`config.mk`:
```
export PLATFORM = sky130hd
export DESIGN_NAME = sbox_inv_layer
export DESIGN_NICKNAME = d
export VERILOG_FILES = /design/src/rtl/sbox_inv_layer_pkg.sv /design/src/rtl/sbox_inv.sv /design/src/rtl/sbox_inv_layer.sv
export SDC_FILE = /design/constraint.sdc
export NUM_CORES = 1
export LEC_CHECK = 0
export BUFFER_PORTS_ARGS = -buffer_cell sky130_fd_sc_hd__clkbuf_2
export CAP_MARGIN = 20
export CORE_MARGIN = 4
export CORE_UTILIZATION = 30
export CTS_CLUSTER_DIAMETER = 30
export DETAILED_ROUTE_END_ITERATION = 8
export GPL_TIMING_DRIVEN = 0
export HOLD_SLACK_MARGIN = 0.12
export PLACE_DENSITY_LB_ADDON = 0.05
export SLEW_MARGIN = 20
export SYNTH_ARGS = -nofsm -noshare
export SYNTH_HDL_FRONTEND = slang
export SYNTH_SLANG_ARGS = --single-unit
```
`constraint.sdc`:
```
create_clock -name clk -period 3.1 [get_ports clk]
set_input_delay 0.62 -clock clk [delete_from_list [all_inputs] [get_ports clk]]
set_output_delay 0.62 -clock clk [all_outputs]
set_load 0.05 [all_outputs]
```
`src/rtl/sbox_inv_layer_pkg.sv`:
```
// Shared definitions for the PRESENT inverse substitution datapath: FSM state
// encoding and the 4-bit inverse S-box table.
package sbox_inv_layer_pkg;

  typedef enum logic [1:0] {
    StIdle = 2'd0,
    StBusy = 2'd1,
    StDone = 2'd2
  } state_e;

  // Index is the S-box output nibble, entry is the original input nibble.
  localparam logic [3:0] SboxInvTable [16] = '{
    4'h5, 4'hE, 4'hF, 4'h8, 4'hC, 4'h1, 4'h2, 4'hD,
    4'hB, 4'h4, 4'h6, 4'h3, 4'h0, 4'h7, 4'h9, 4'hA
  };

  function automatic logic [3:0] sbox_inv_lookup(input logic [3:0] nibble);
    return SboxInvTable[nibble];
  endfunction

  function automatic int unsigned cnt_width(input int unsigned steps);
    return (steps > 1) ? $clog2(steps) : 1;
  endfunction

endpackage

```
`src/rtl/sbox_inv.sv`:
```
// Combinational 4-bit PRESENT inverse S-box lookup.
module sbox_inv
  import sbox_inv_layer_pkg::*;
(
  input  logic [3:0] i_nibble,
  output logic [3:0] o_nibble
);

  always_comb begin
    o_nibble = sbox_inv_lookup(i_nibble);
  end

endmodule

```
`src/rtl/sbox_inv_layer.sv`:
```
// Iterative inverse S-box layer: LANES nibbles per clock, rotated in place through a
// shift register so every nibble returns to its original position after a full word.
module sbox_inv_layer
  import sbox_inv_layer_pkg::*;
#(
  parameter int unsigned WIDTH = 64,
  parameter int unsigned LANES = 1
) (
  input  logic             clk,
  input  logic             rst,
  input  logic             req_valid,
  output logic             req_ready,
  input  logic [WIDTH-1:0] req_data,
  output logic             rsp_valid,
  input  logic             rsp_ready,
  output logic [WIDTH-1:0] rsp_data
);

  localparam int unsigned LaneBits = 4 * LANES;
  localparam int unsigned Steps    = WIDTH / LaneBits;
  localparam int unsigned CntW     = cnt_width(Steps);
  localparam logic [CntW-1:0] LastCnt = CntW'(Steps - 1);

  state_e              r_state, w_state_next;
  logic [WIDTH-1:0]    r_shift, w_shift_next;
  logic [CntW-1:0]     r_count, w_count_next;
  logic [LaneBits-1:0] w_subs;
  logic [WIDTH-1:0]    w_rotated;
  logic                w_req_fire;

  for (genvar g = 0; g < LANES; g++) begin : g_lane
    sbox_inv u_sbox_inv (
      .i_nibble (r_shift[4*g +: 4]),
      .o_nibble (w_subs[4*g +: 4])
    );
  end

  // Substituted low nibbles re-enter at the top so the word comes full circle.
  if (Steps == 1) begin : g_rot_single
    assign w_rotated = w_subs;
  end else begin : g_rot_multi
    assign w_rotated = {w_subs, r_shift[WIDTH-1:LaneBits]};
  end

  always_comb begin
    req_ready  = (r_state == StIdle) | ((r_state == StDone) & rsp_ready);
    rsp_valid  = (r_state == StDone);
    rsp_data   = rsp_valid ? r_shift : '0;
    w_req_fire = req_valid & req_ready;
  end

  always_comb begin
    w_state_next = r_state;
    w_shift_next = r_shift;
    w_count_next = r_count;
    unique case (r_state)
      StIdle: begin
        if (w_req_fire) begin
          w_shift_next = req_data;
          w_count_next = '0;
          w_state_next = StBusy;
        end
      end
      StBusy: begin
        w_shift_next = w_rotated;
        w_count_next = r_count + CntW'(1);
        if (r_count == LastCnt) begin
          w_state_next = StDone;
        end
      end
      StDone: begin
        if (rsp_ready) begin
          if (w_req_fire) begin
            w_shift_next = req_data;
            w_count_next = '0;
            w_state_next = StBusy;
          end else begin
            w_state_next = StIdle;
          end
        end
      end
      default: begin
        w_state_next = StIdle;
      end
    endcase
  end

  always_ff @(posedge clk or posedge rst) begin
    if (rst) begin
      r_state <= StIdle;
      r_shift <= '0;
      r_count <= '0;
    end else begin
      r_state <= w_state_next;
      r_shift <= w_shift_next;
      r_count <= w_count_next;
    end
  end

endmodule
```
---- Word level (Yosys, flattened, before mapping) ----
Memories as Yosys holds them, arrays and structs flattened.
Index checks and enable logic that the tools add are counted.
cells by class
  $add $sub $neg .......................... 1
  multiply operators ...................... 0
  div/mod/pow operators ................... 0
  order comparisons ....................... 1
  equal/unequal tests ..................... 6
  shifts and indexed selects .............. 0
  mux-type cells .......................... 14
  bitwise logic cells ..................... 4
  reductions and logical operators ........ 4
operator list
  kind                 count
  $mux 64              3
  $pmux 64 s3          1
  $mux 4               4
  $pmux 4 s3           1
  $mux 2               3
  $pmux 2 s3           1
  $ge 5x5->1 const B   1
  $not 4->5            1
  $add 4x1->4 const B  1
  $eq 4x4->1 const B   1
  $ne 2x2->1 const B   2
  $reduce_and 3->1     1
  $reduce_bool 3->1    1
  $and 1x1->1          2
  $eq 2x1->1 const B   1
  $eq 2x2->1 const B   1
  $logic_not 2->1      1
  $ne 2x1->1 const B   1
  $reduce_and 2->1     1
  $mux 1               1
  $or 1x1->1           1
storage, ports and cells
  flip-flop bits (word level) ............. 70
  bits in latches ......................... 0
  memory bits (writable) .................. 0
  bits in read-only memories .............. 64
  bits of input ports ..................... 68
  output and inout port bits .............. 66
  word-level logic and storage cells ...... 34
  memories ................................ 1
memories
  name              depth  width  read ports  clocked after Yosys merged registers in  write ports  line                      source
  (name not given)  16     4      1           0                                        0            sbox_inv_layer_pkg.sv:18  return SboxInvTable[nibble];

---- Logic depth before layout (Yosys ltp) ----
Gate-level depths: netlist of the first run.
  depth after elaboration ................. 7
  gate-level depth with buffers ........... 6

---- Modules after synthesis ----
A second synthesis of the first run with hierarchy kept.
second synthesis, totals
  cells, all modules ...................... 337
  area, all modules ....................... 4222.8 sq um
modules (own cells, without submodules)
  module          times used  cells an instance  area an instance (sq um)
  sbox_inv_layer  1           309                4006.3
  sbox_inv        1           28                 216.5

---- Worst setup path before layout of the first run ----
Ideal clock, no wire load.
  kind .................................... register to output
  start ................................... register r_state[0]
  end ..................................... output rsp_data[54]
  data arrival time ....................... 1.637 ns
  setup slack ............................. 0.843 ns
  cell stages (with the launch flop) ...... 4
  cells stage by stage .................... dfrtp_1 > nor2b_1 > clkbuf_1 > and2_1
on the way
  cells in the longest elaborated chain, start to end .. 2
RTL lines
  element                 line                  source
  start, declared         sbox_inv_layer.sv:24  state_e r_state, w_state_next;
  start signal, assigned  sbox_inv_layer.sv:90  r_state <= StIdle;
  start signal, assigned  sbox_inv_layer.sv:94  r_state <= w_state_next;
  $eq 2x2->1              sbox_inv_layer.sv:47  rsp_valid = (r_state == StDone);
  via rsp_valid           sbox_inv_layer.sv:14  output logic rsp_valid,
  $mux 64                 sbox_inv_layer.sv:48  rsp_data = rsp_valid ? r_shift : '0;
  end, declared           sbox_inv_layer.sv:16  output logic [WIDTH-1:0] rsp_data
The timed path passes the listed nets, and every way through them passes these cells.

---- Worst setup path after layout of the first run ----
  start ................................... register r_state[0]
  end ..................................... output rsp_data[23]
on the way
  cells in the longest elaborated chain, start to end .. 2
RTL lines
  element     line
  $eq 2x2->1  sbox_inv_layer.sv:47
  $mux 64     sbox_inv_layer.sv:48
Every way passes these cells.

==> run summary, run 1 <==
Vias = 3663
R2R Path End = r_shift[62]$_DFFE_PP0P_
core area = 0.01221 mm^2
period utilisation layout = 0.8610
VDD IR max = 348.1 uV
#FFs+latches synth = 70
largest net degree at the start of global routing = 38
Finished Core Util = 0.4113
Hold Crit Class = input port to async pin
run status = finished, final reports clean
CP Data Arrival Time = 2050 ps
Syn Nets = 546
Switching Fraction = 0.3931
vias in the first global route = 3691
DRC errors left = 0
setup bufs post-CTS = 0
# diodes = 0
TritonCTS sink count = 70
Fmax achieved = 0.3747 GHz
Routed Antenna Nets = 0
Congestion Overflow GR = 0
Clock Latency Late Sink = 330 ps
Clock Tree Buf Depth = 2
Ys Warns = 0
r2r worst-path depth = 6
Clock Pin Slew Worst Setup and Hold Paths = 60 ps
critical path launch point type = flip-flop
total track usage = 0.1645
cts hold-fix bufs = 0
antenna violations before repair = 0
Final Non-Filler Cells = 789
Worst R2R Setup Slack = 1570 ps
Gate power share = 0.379
synthesized instance count = 471
clock network power share = 0.240
CP Class = flip-flop to output port
synthesis-to-layout area growth = 31.91%
hpwl dp = 8.401 mm
RR Startpoint = r_shift[0]$_DFFE_PP0P_
CTS tree = yes
starting density of the core = 0.3118
NetSw = 0.001820 W
RSZ-0062 raised after global routing = no
MaxCap Viol Count = 0
# rows = 40
TritonCTS Buffers = 9
sequential power share = 0.381
sequential fraction of the synthesis area = 0.4601
Cell Area, Synth = 0.003807 mm^2
Die Ht = 120.7 um
relative slew slack = 0.6723
post-route minimum period = 2669 ps
layout cells sized above 1 = 0.2850
worst hold slack = 299.5 ps
Placed Cells = 773
port bufs = 133
critical path capture point type = output port
Req. time, crit path = 2480 ps
gpl congestion = 0.7702
Setup TNS = 0 ps
Pins Over Slew Limit = 0
First DRT Iteration DRCs = 185
setup violators final = 0
DR vias/cell = 4.643
Int Pwr = 0.002811 W
die span in x = 120.7 um
router iterations before antenna repair = 4
synthesized area per cell = 8.084 um^2
final wirelength = 11.76 mm
post-cts sizing count = 0
# IOs = 134
CTS root buffer = clkbuf_16
pwr dens = 922.0 mW/mm^2
Final #Nets = 691
Fin Clk Skew = 4.543 ps
Final Hold Fails = 0
post-synthesis cell type count = 33
Worst Tran Pin Value = 491.6 ps
Leakage = 2.578 nW
first-pass GRT wire length = 19.12 mm
post-DR wirelength/cell = 14.91 um
worst-path maximum fanout = 10
H-tree levels = 3
die area = 0.01456 mm^2
==> power groups by stage <==
stage	Sequential, W	Clock, W	Combinational, W
final	0.00176	0.00111	0.00176
after detailed placement	0.00177	0	0.00179
after global placement	0.00177	0	0.00177
after floorplan	0.00165	0	0.00136
after global routing	0.00184	0.00119	0.00204
after CTS	0.00177	0.00114	0.00180
==> layout make-up <==
class,instances,area (um^2)
buffer,37,215.2
clock buffer,12,246.5
clock inverter,4,70.07
fill,1307,7189
inverter,4,17.52
multi-input combinational,360,1826
sequential,70,1752
tap,168,210.2
timing repair buffer,134,685.7
==> state kept, by name, indices dropped and copies added (netlist names) <==
name and flops:
r_shift 64, r_count 4, r_state 2
==> per-stage QoR <==
stage                     worst slack (ps)  instance area (um^2)  power [W]
after floorplan                      711.8                  3807   0.003009
after global placement              -413.6                  4683   0.003540
after detailed placement             761.9                  4706   0.003561
after CTS                            393.1                  5022   0.004706
after global routing                 270.8                  5022   0.005067
final                                431.0                  5022   0.004631
==> metal layers <==
layer / GRT usage / vias up / part of all wire
li1: - / 1844 / -
met2: 0.2536 / 112 / 0.45
met5: 0 / - / 0
met1: 0.2294 / 1702 / 0.48
met3: 0.05192 / 5 / 0.063
met4: 0.02975 / 0 / 0.0065
==> worst max path at each step <==
stage	start	to
finish	r_state[0]$_DFFE_PP0P_	rsp_data[23]
detailed placement	r_state[0]$_DFFE_PP0P_	rsp_data[27]
floorplan	rst	r_count[0]$_DFFE_PP0P_
global route	r_state[0]$_DFFE_PP0P_	rsp_data[23]
global placement	rst	r_shift[17]$_DFFE_PP0P_
CTS	r_state[0]$_DFFE_PP0P_	rsp_data[27]
==> cell families (layout without fill, tap and decap cells) <==
family,count (synthesis),count (layout),share of synthesized area
and+or+nand+nor,323,323,0.4045
DFF,70,70,0.4601
buffers and inverters,41,191,0.06046
AOI/OAI and AO/OA,27,27,0.04469
adders and majority gates,7,7,0.02300
xor gates and xnor gates,2,2,0.004602
muxes,1,1,0.002629
==> cell usage in the layout, fill, tap and decap left out, drive strengths merged, types with 2 or more instances in the layout <==
| cell | instances |
|---|---|
| and2 | 65 |
| a31oi | 4 |
| clkinv | 2 |
| nand2 | 130 |
| buf | 26 |
| bufinv | 2 |
| nand2b | 2 |
| dfrtp | 70 |
| o21ai | 7 |
| nand3 | 115 |
| o211ai | 3 |
| inv | 4 |
| o22ai | 3 |
| nor2 | 7 |
| a21oi | 4 |
| ha | 7 |
| clkbuf | 157 |
==> worst max-delay path, stage by stage, from the launching register on <==
cell	delay [ps]
dfrtp_1	420
nor2b_1	150
buf_2	290
clkbuf_1	340
and2_1	230
clkbuf_2	290
==> cell usage after synthesis, drive strengths merged <==
library cell,number,share of area
a31oi,4,0.0066
a2bb2oi,1,0.0023
nand3,115,0.15
inv,4,0.0039
and2,65,0.11
a211oi,1,0.0020
o21ai,7,0.0092
xnor2,1,0.0023
ha,7,0.023
dfrtp,70,0.46
and3,1,0.0016
clkbuf,12,0.012
nor2,7,0.0069
and2b,1,0.0020
nand4,1,0.0016
nand2b,2,0.0033
a21o,1,0.0020
o22ai,3,0.0049
a31o,1,0.0023
o211ai,3,0.0059
a21oi,4,0.0053
buf,25,0.045
nor2b,1,0.0016
o21a,1,0.0020
xor2,1,0.0023
mux2i,1,0.0026
nand2,130,0.13
o311ai,1,0.0023
No activity file was read; power rests on OpenSTA's default activity.
==> inputs of run 2 (changes only) <==
Settings changed: GPL_TIMING_DRIVEN 0 to not set.
==> run 2 against run 1 <==
  * Critical path depth fell by 1
  * Wire length fell by 1.9%
  * Die area did not move
  * Core utilization fell by 1.0 points
  * Clock skew rose by 2.5 ps
  * Count of clock-buffer cells in the layout did not move
  * Sequential cell count did not move
  * Critical endpoint is now rsp_data[31]
  * Largest cell class unchanged
==> run summary, run 2 (synthesized netlist as in run 1, its figures left out) <==
CP Class = flip-flop to output port
post-cts sizing count = 0
RSZ-0062 raised after global routing = no
Clock Tree Buf Depth = 2
Die Ht = 120.7 um
router iterations before antenna repair = 4
Placed Cells = 743
DR vias/cell = 4.750
Req. time, crit path = 2480 ps
Fmax achieved = 0.4065 GHz
post-route minimum period = 2460 ps
run status = finished, final reports clean
NetSw = 0.001815 W
multi-input logic area = 0.001843 mm^2
cts hold-fix bufs = 0
hpwl dp = 7.351 mm
most frequent cells in the layout = clkbuf_2 (133), nand2_1 (130), nand3_1 (114)
CTS root buffer = clkbuf_16
gpl congestion = 0.7822
total track usage = 0.1622
post-DR wirelength/cell = 15.21 um
design area = 0.004897 mm^2
Clock Latency Late Sink = 330 ps
slowest stage delay, CP = 470 ps
die area = 0.01456 mm^2
Register Area = 0.001752 mm^2
Gate power share = 0.364
vias in the first global route = 3696
port bufs = 133
largest net degree at the start of global routing = 71
Clock Pin Slew Worst Setup and Hold Paths = 60 ps
Leakage = 2.500 nW
DRC errors left = 0
# rows = 40
Hold Crit Class = input port to async pin
commonest non-fill, non-tap cell in the layout = clkbuf_2
RR Startpoint = r_state[0]$_DFFE_PP0P_
die span in x = 120.7 um
setup violators final = 0
Switching Fraction = 0.4025
synthesis-to-layout area growth = 28.62%
relative slew slack = 0.5535
Worst Tran Pin Value = 669.8 ps
setup bufs post-CTS = 0
Largest regs = r_shift (64), r_count (4), r_state (2)
Filler Cell Count = 1350
Fin Clk Skew = 7.024 ps
critical path capture point type = output port
Setup TNS = 0 ps
pwr dens = 920.8 mW/mm^2
Routed Antenna Nets = 0
Pins Over Slew Limit = 0
Vias = 3605
area post-placement = 0.004591 mm^2
final wirelength = 11.54 mm
Final #Nets = 661
MaxCap Viol Count = 0
Top reg by flops = r_shift
TritonCTS Buffers = 9
VDD IR max = 268.7 uV
Final Hold Fails = 0
core area = 0.01221 mm^2
Final Non-Filler Cells = 759
layout cells sized above 1 = 0.2775
r2r worst-path depth = 4
total power = 0.004510 W
# IOs = 134
H-tree levels = 3
period utilisation layout = 0.7936
first-pass GRT wire length = 18.83 mm
CTS tree = yes
Slowest cell on crit path = dfrtp_1
antenna violations before repair = 0
First DRT Iteration DRCs = 199
critical path launch point type = flip-flop
TritonCTS sink count = 70
# diodes = 0
beginning of the critical path = r_state[0]$_DFFE_PP0P_
CP Data Arrival Time = 1840 ps
worst-path maximum fanout = 53
max reg flops = 64
Int Pwr = 0.002694 W
clock network power share = 0.232
starting density of the core = 0.3118
CP Cell Sequence = nor2b_4, buf_12, and2_1, clkbuf_2
Congestion Overflow GR = 0
sequential power share = 0.403
==> run 2: cell types whose count changed in the layout (fill, tap and decap cells not counted), moves of 3 or more <==
| cell | before | now |
|---|---|---|
| clkbuf_1 | 14 | 1 |
| buf_12 | 1 | 4 |
| buf_2 | 16 | 0 |
| buf_6 | 6 | 0 |
==> run 2: power by group through the flow <==
stage / Clock [W] / Sequential (W) / Combinational (W)
floorplan: 0 / 0.00165 / 0.00136
global placement: 0 / 0.00183 / 0.00165
detailed placement: 0 / 0.00182 / 0.00167
CTS: 0.00108 / 0.00182 / 0.00168
global route: 0.00113 / 0.00189 / 0.00192
finish: 0.00105 / 0.00182 / 0.00164
==> run 2: final cells by class <==
type                    count  area share
well taps                 168     0.04292
flip-flops and latches     70      0.3577
multi-input cells         360      0.3763
clock buffers              12     0.05238
clock inverters             4    0.009198
repair buffers            141      0.1584
inverters                   4    0.003066
==> run 2: stage by stage <==
stage	setup slack, ps	hold WS (ps)	util
finish	639.7	350.7	0.4010
global route	520.3	417.7	0.4010
CTS	635.7	375.2	0.4006
detailed placement	999.2	489.5	0.3759
global placement	1020	486.4	0.3759
floorplan	711.8	459.2	-
==> run 2: worst max-delay path, delay by kind of cell, from the launching register on <==
kind,cells,cell delay [ps]
flops,1,470
simple gates,2,480
buf+inv,2,540
==> run 2: path summary, 6_finish.rpt <==
kind | to | slack, ps
hold reg to reg | r_shift[59]$_DFFE_PP0P_ | 500
max in group asynchronous | r_shift[21]$_DFFE_PP0P_ | 2400
hold / removal | r_shift[35]$_DFFE_PP0P_ | 350
setup / recovery | rsp_data[31] | 640
setup reg to reg | r_shift[63]$_DFFE_PP0P_ | 1370
min in group clk | r_shift[59]$_DFFE_PP0P_ | 500
==> run 2: metal layers <==
layer | part of all wire | vias up | track usage
met5 | 0 | - | 0
met4 | 0.014 | 0 | 0.05666
met3 | 0.070 | 12 | 0.03789
met2 | 0.44 | 118 | 0.2414
met1 | 0.48 | 1695 | 0.2304
li1 | - | 1780 | -
==> inputs of run 3 (changes only) <==
Settings changed: ABC_AREA set to 1.
Clock period 3.1 ns to 2.6 ns, I/O delays scaled along.
==> run 3 against run 2 <==
  * Clock power up 7%
  * Area after synthesis up 3.6%
  * Final area up 1.8%
  * Largest power group is now combinational logic
  * Largest cell class is now flip-flops and latches
  * Sequential share of layout area down 0.65 points
  * Final cell count up 13%
  * Non-clock buffer count down 1
  * Via count up 4.5%
==> run summary, run 3 <==
Ys Warns = 0
commonest non-fill, non-tap cell in the layout = nand2_1
largest area contributor in the netlist = dfrtp_1
CP Class = flip-flop to output port
Async SR Flop Fraction = 1.000
Req. time, crit path = 2080 ps
Setup TNS = 0 ps
CTS tree = yes
Top reg by flops = r_shift
period utilisation layout = 0.8776
Final #Nets = 755
# IOs = 134
total track usage = 0.1453
CTS root buffer = clkbuf_16
multi-input logic area = 0.001709 mm^2
post-route minimum period = 2282 ps
VDD IR max = 457.2 uV
post-synthesis cell type count = 24
port bufs = 133
beginning of the critical path = r_state[0]$_DFFE_PP0P_
Die Ht = 122.7 um
Register Area = 0.001752 mm^2
Clock Pin Slew Worst Setup and Hold Paths = 60 ps
core area = 0.01272 mm^2
synthesized instance count = 563
Filler Cell Count = 1422
Hold Crit Class = input port to async pin
Syn Nets = 638
sequential fraction of the synthesis area = 0.4442
Worst R2R Setup Slack = 850 ps
Pins Over Slew Limit = 0
# diodes = 0
Leakage = 2.701 nW
MaxCap Viol Count = 0
layout cells sized above 1 = 0.2375
cts hold-fix bufs = 0
Clock Tree Buf Depth = 2
Area contributors post-synth = dfrtp_1 (44%), o21ai_0 (15%), nand2_1 (14%)
critical path capture point type = output port
Largest regs = r_shift (64), r_count (4), r_state (2)
setup bufs post-CTS = 0
worst setup path end = rsp_data[31]
Cell Area, Synth = 0.003944 mm^2
Clock Latency Late Sink = 330 ps
Worst Tran Pin Value = 787.3 ps
synthesis-to-layout area growth = 26.46%
Vias = 3769
worst-path maximum fanout = 22
Synth Flop Type = dfrtp_1
vias in the first global route = 3625
gpl congestion = 0.7492
relative slew slack = 0.4744
most frequent cells in the layout = nand2_1 (151), clkbuf_2 (133), o21ai_0 (115)
TritonCTS sink count = 70
Routed Antenna Nets = 0
TritonCTS Buffers = 9
DRC errors left = 0
cell with the most instances after synthesis = nand2_1
DR vias/cell = 4.413
r2r worst-path depth = 6
pwr dens = 1306 mW/mm^2
largest net degree at the start of global routing = 72
EDFF count, synth = 0
setup violators final = 0
router iterations before antenna repair = 4
starting density of the core = 0.3100
synthesized area per cell = 7.005 um^2
die span in x = 122.7 um
antenna violations before repair = 0
Yosys top cell area share = 0.4442
post-cts sizing count = 0
# rows = 41
R2R Path End = r_shift[60]$_DFFE_PP0P_
post-DR wirelength/cell = 12.57 um
run status = finished, final reports clean
hpwl dp = 7.707 mm
First DRT Iteration DRCs = 238
Fmax achieved = 0.4383 GHz
RR Startpoint = r_state[0]$_DFFE_PP0P_
final wirelength = 10.74 mm
max reg flops = 64
die area = 0.01504 mm^2
critical path launch point type = flip-flop
Final Hold Fails = 0
RSZ-0062 raised after global routing = no
first-pass GRT wire length = 17.46 mm
H-tree levels = 3
Fin Clk Skew = 6.059 ps
worst hold slack = 329.4 ps
Congestion Overflow GR = 0
#FFs+latches synth = 70
CP Data Arrival Time = 1760 ps
most common library cells after synthesis = nand2_1 (152), o21ai_0 (115), inv_1 (76), nor2_1 (76), dfrtp_1 (70)
[run 3: cell count changes after synthesis, sizes merged, moves of 23 or more]
cell	change
nor2	+69
inv	+74
and2	-65
nand3	-101
nand2	+23
o21ai	+114
[run 3: kinds of logic (layout without fill, tap and decap cells)]
logic type               count (synthesis)  after routing  share of synthesized area
flip-flops                              70             70                     0.4442
AND/OR/NAND/NOR                        248            248                     0.2465
AO/OA/AOI/OAI                          126            126                     0.1609
buffers and inverters                  112            231                     0.1263
adder cells (fa/ha/maj)                  7              7                    0.02221
[run 3: worst min-delay path by stage]
stage,end,startpoint,slack [ps],cells after the start
2_1_floorplan,r_count[0]$_DFFE_PP0P_,r_count[0]$_DFFE_PP0P_,470,1
3_3_place_gp,r_shift[63]$_DFFE_PP0P_,r_shift[63]$_DFFE_PP0P_,490,2
3_5_place_dp,r_shift[63]$_DFFE_PP0P_,r_shift[63]$_DFFE_PP0P_,500,2
4_1_cts,r_shift[48]$_DFFE_PP0P_,rst,360,2
5_1_grt,r_shift[41]$_DFFE_PP0P_,rst,400,2
6_report,r_shift[47]$_DFFE_PP0P_,rst,330,2
[run 3: worst max-delay path, stage by stage (launching register included)]
cell and delay [ps]:
dfrtp_1 430, nor2_2 170, inv_2 120, buf_4 230
nor2_1 170, clkbuf_2 300
[run 3: final cells by class]
type                       count  share of cell area
sequential                    70              0.3512
multi-input combinational    381              0.3427
timing repair buffer         140              0.1515
inverter                      78             0.05871
clock buffer                  11             0.05068
tap                          172             0.04315
clock inverter                 2            0.002007
[run 3: layer usage]
| metal | track usage | share of wire | up-vias |
|---|---|---|---|
| li1 | - | - | 1963 |
| met2 | 0.2236 | 0.45 | 87 |
| met5 | 0 | 0 | - |
| met4 | 0.05458 | 0.011 | 0 |
| met1 | 0.2020 | 0.49 | 1709 |
| met3 | 0.02903 | 0.047 | 10 |
[run 3: power breakdown]
part	total [W]	internal (W)	switching, W
Sequential	0.00181	0.00163	0.000187
Clock	0.00112	0.000678	0.000443
Combinational	0.00358	0.000966	0.00261
Total	0.00651	0.00327	0.00324
[run 3: stage by stage]
step	cells	area [um^2]	total power, W	setup slack (ps)	util
floorplan	563	3946	0.004719	156.1	-
global placement	841	4725	0.005417	672.4	0.3714
detailed placement	841	4725	0.005463	663.0	0.3714
CTS	854	4987	0.006614	305.9	0.3920
finish	854	4987	0.006514	318.2	0.3920
global route	854	4987	0.007176	211.0	0.3920
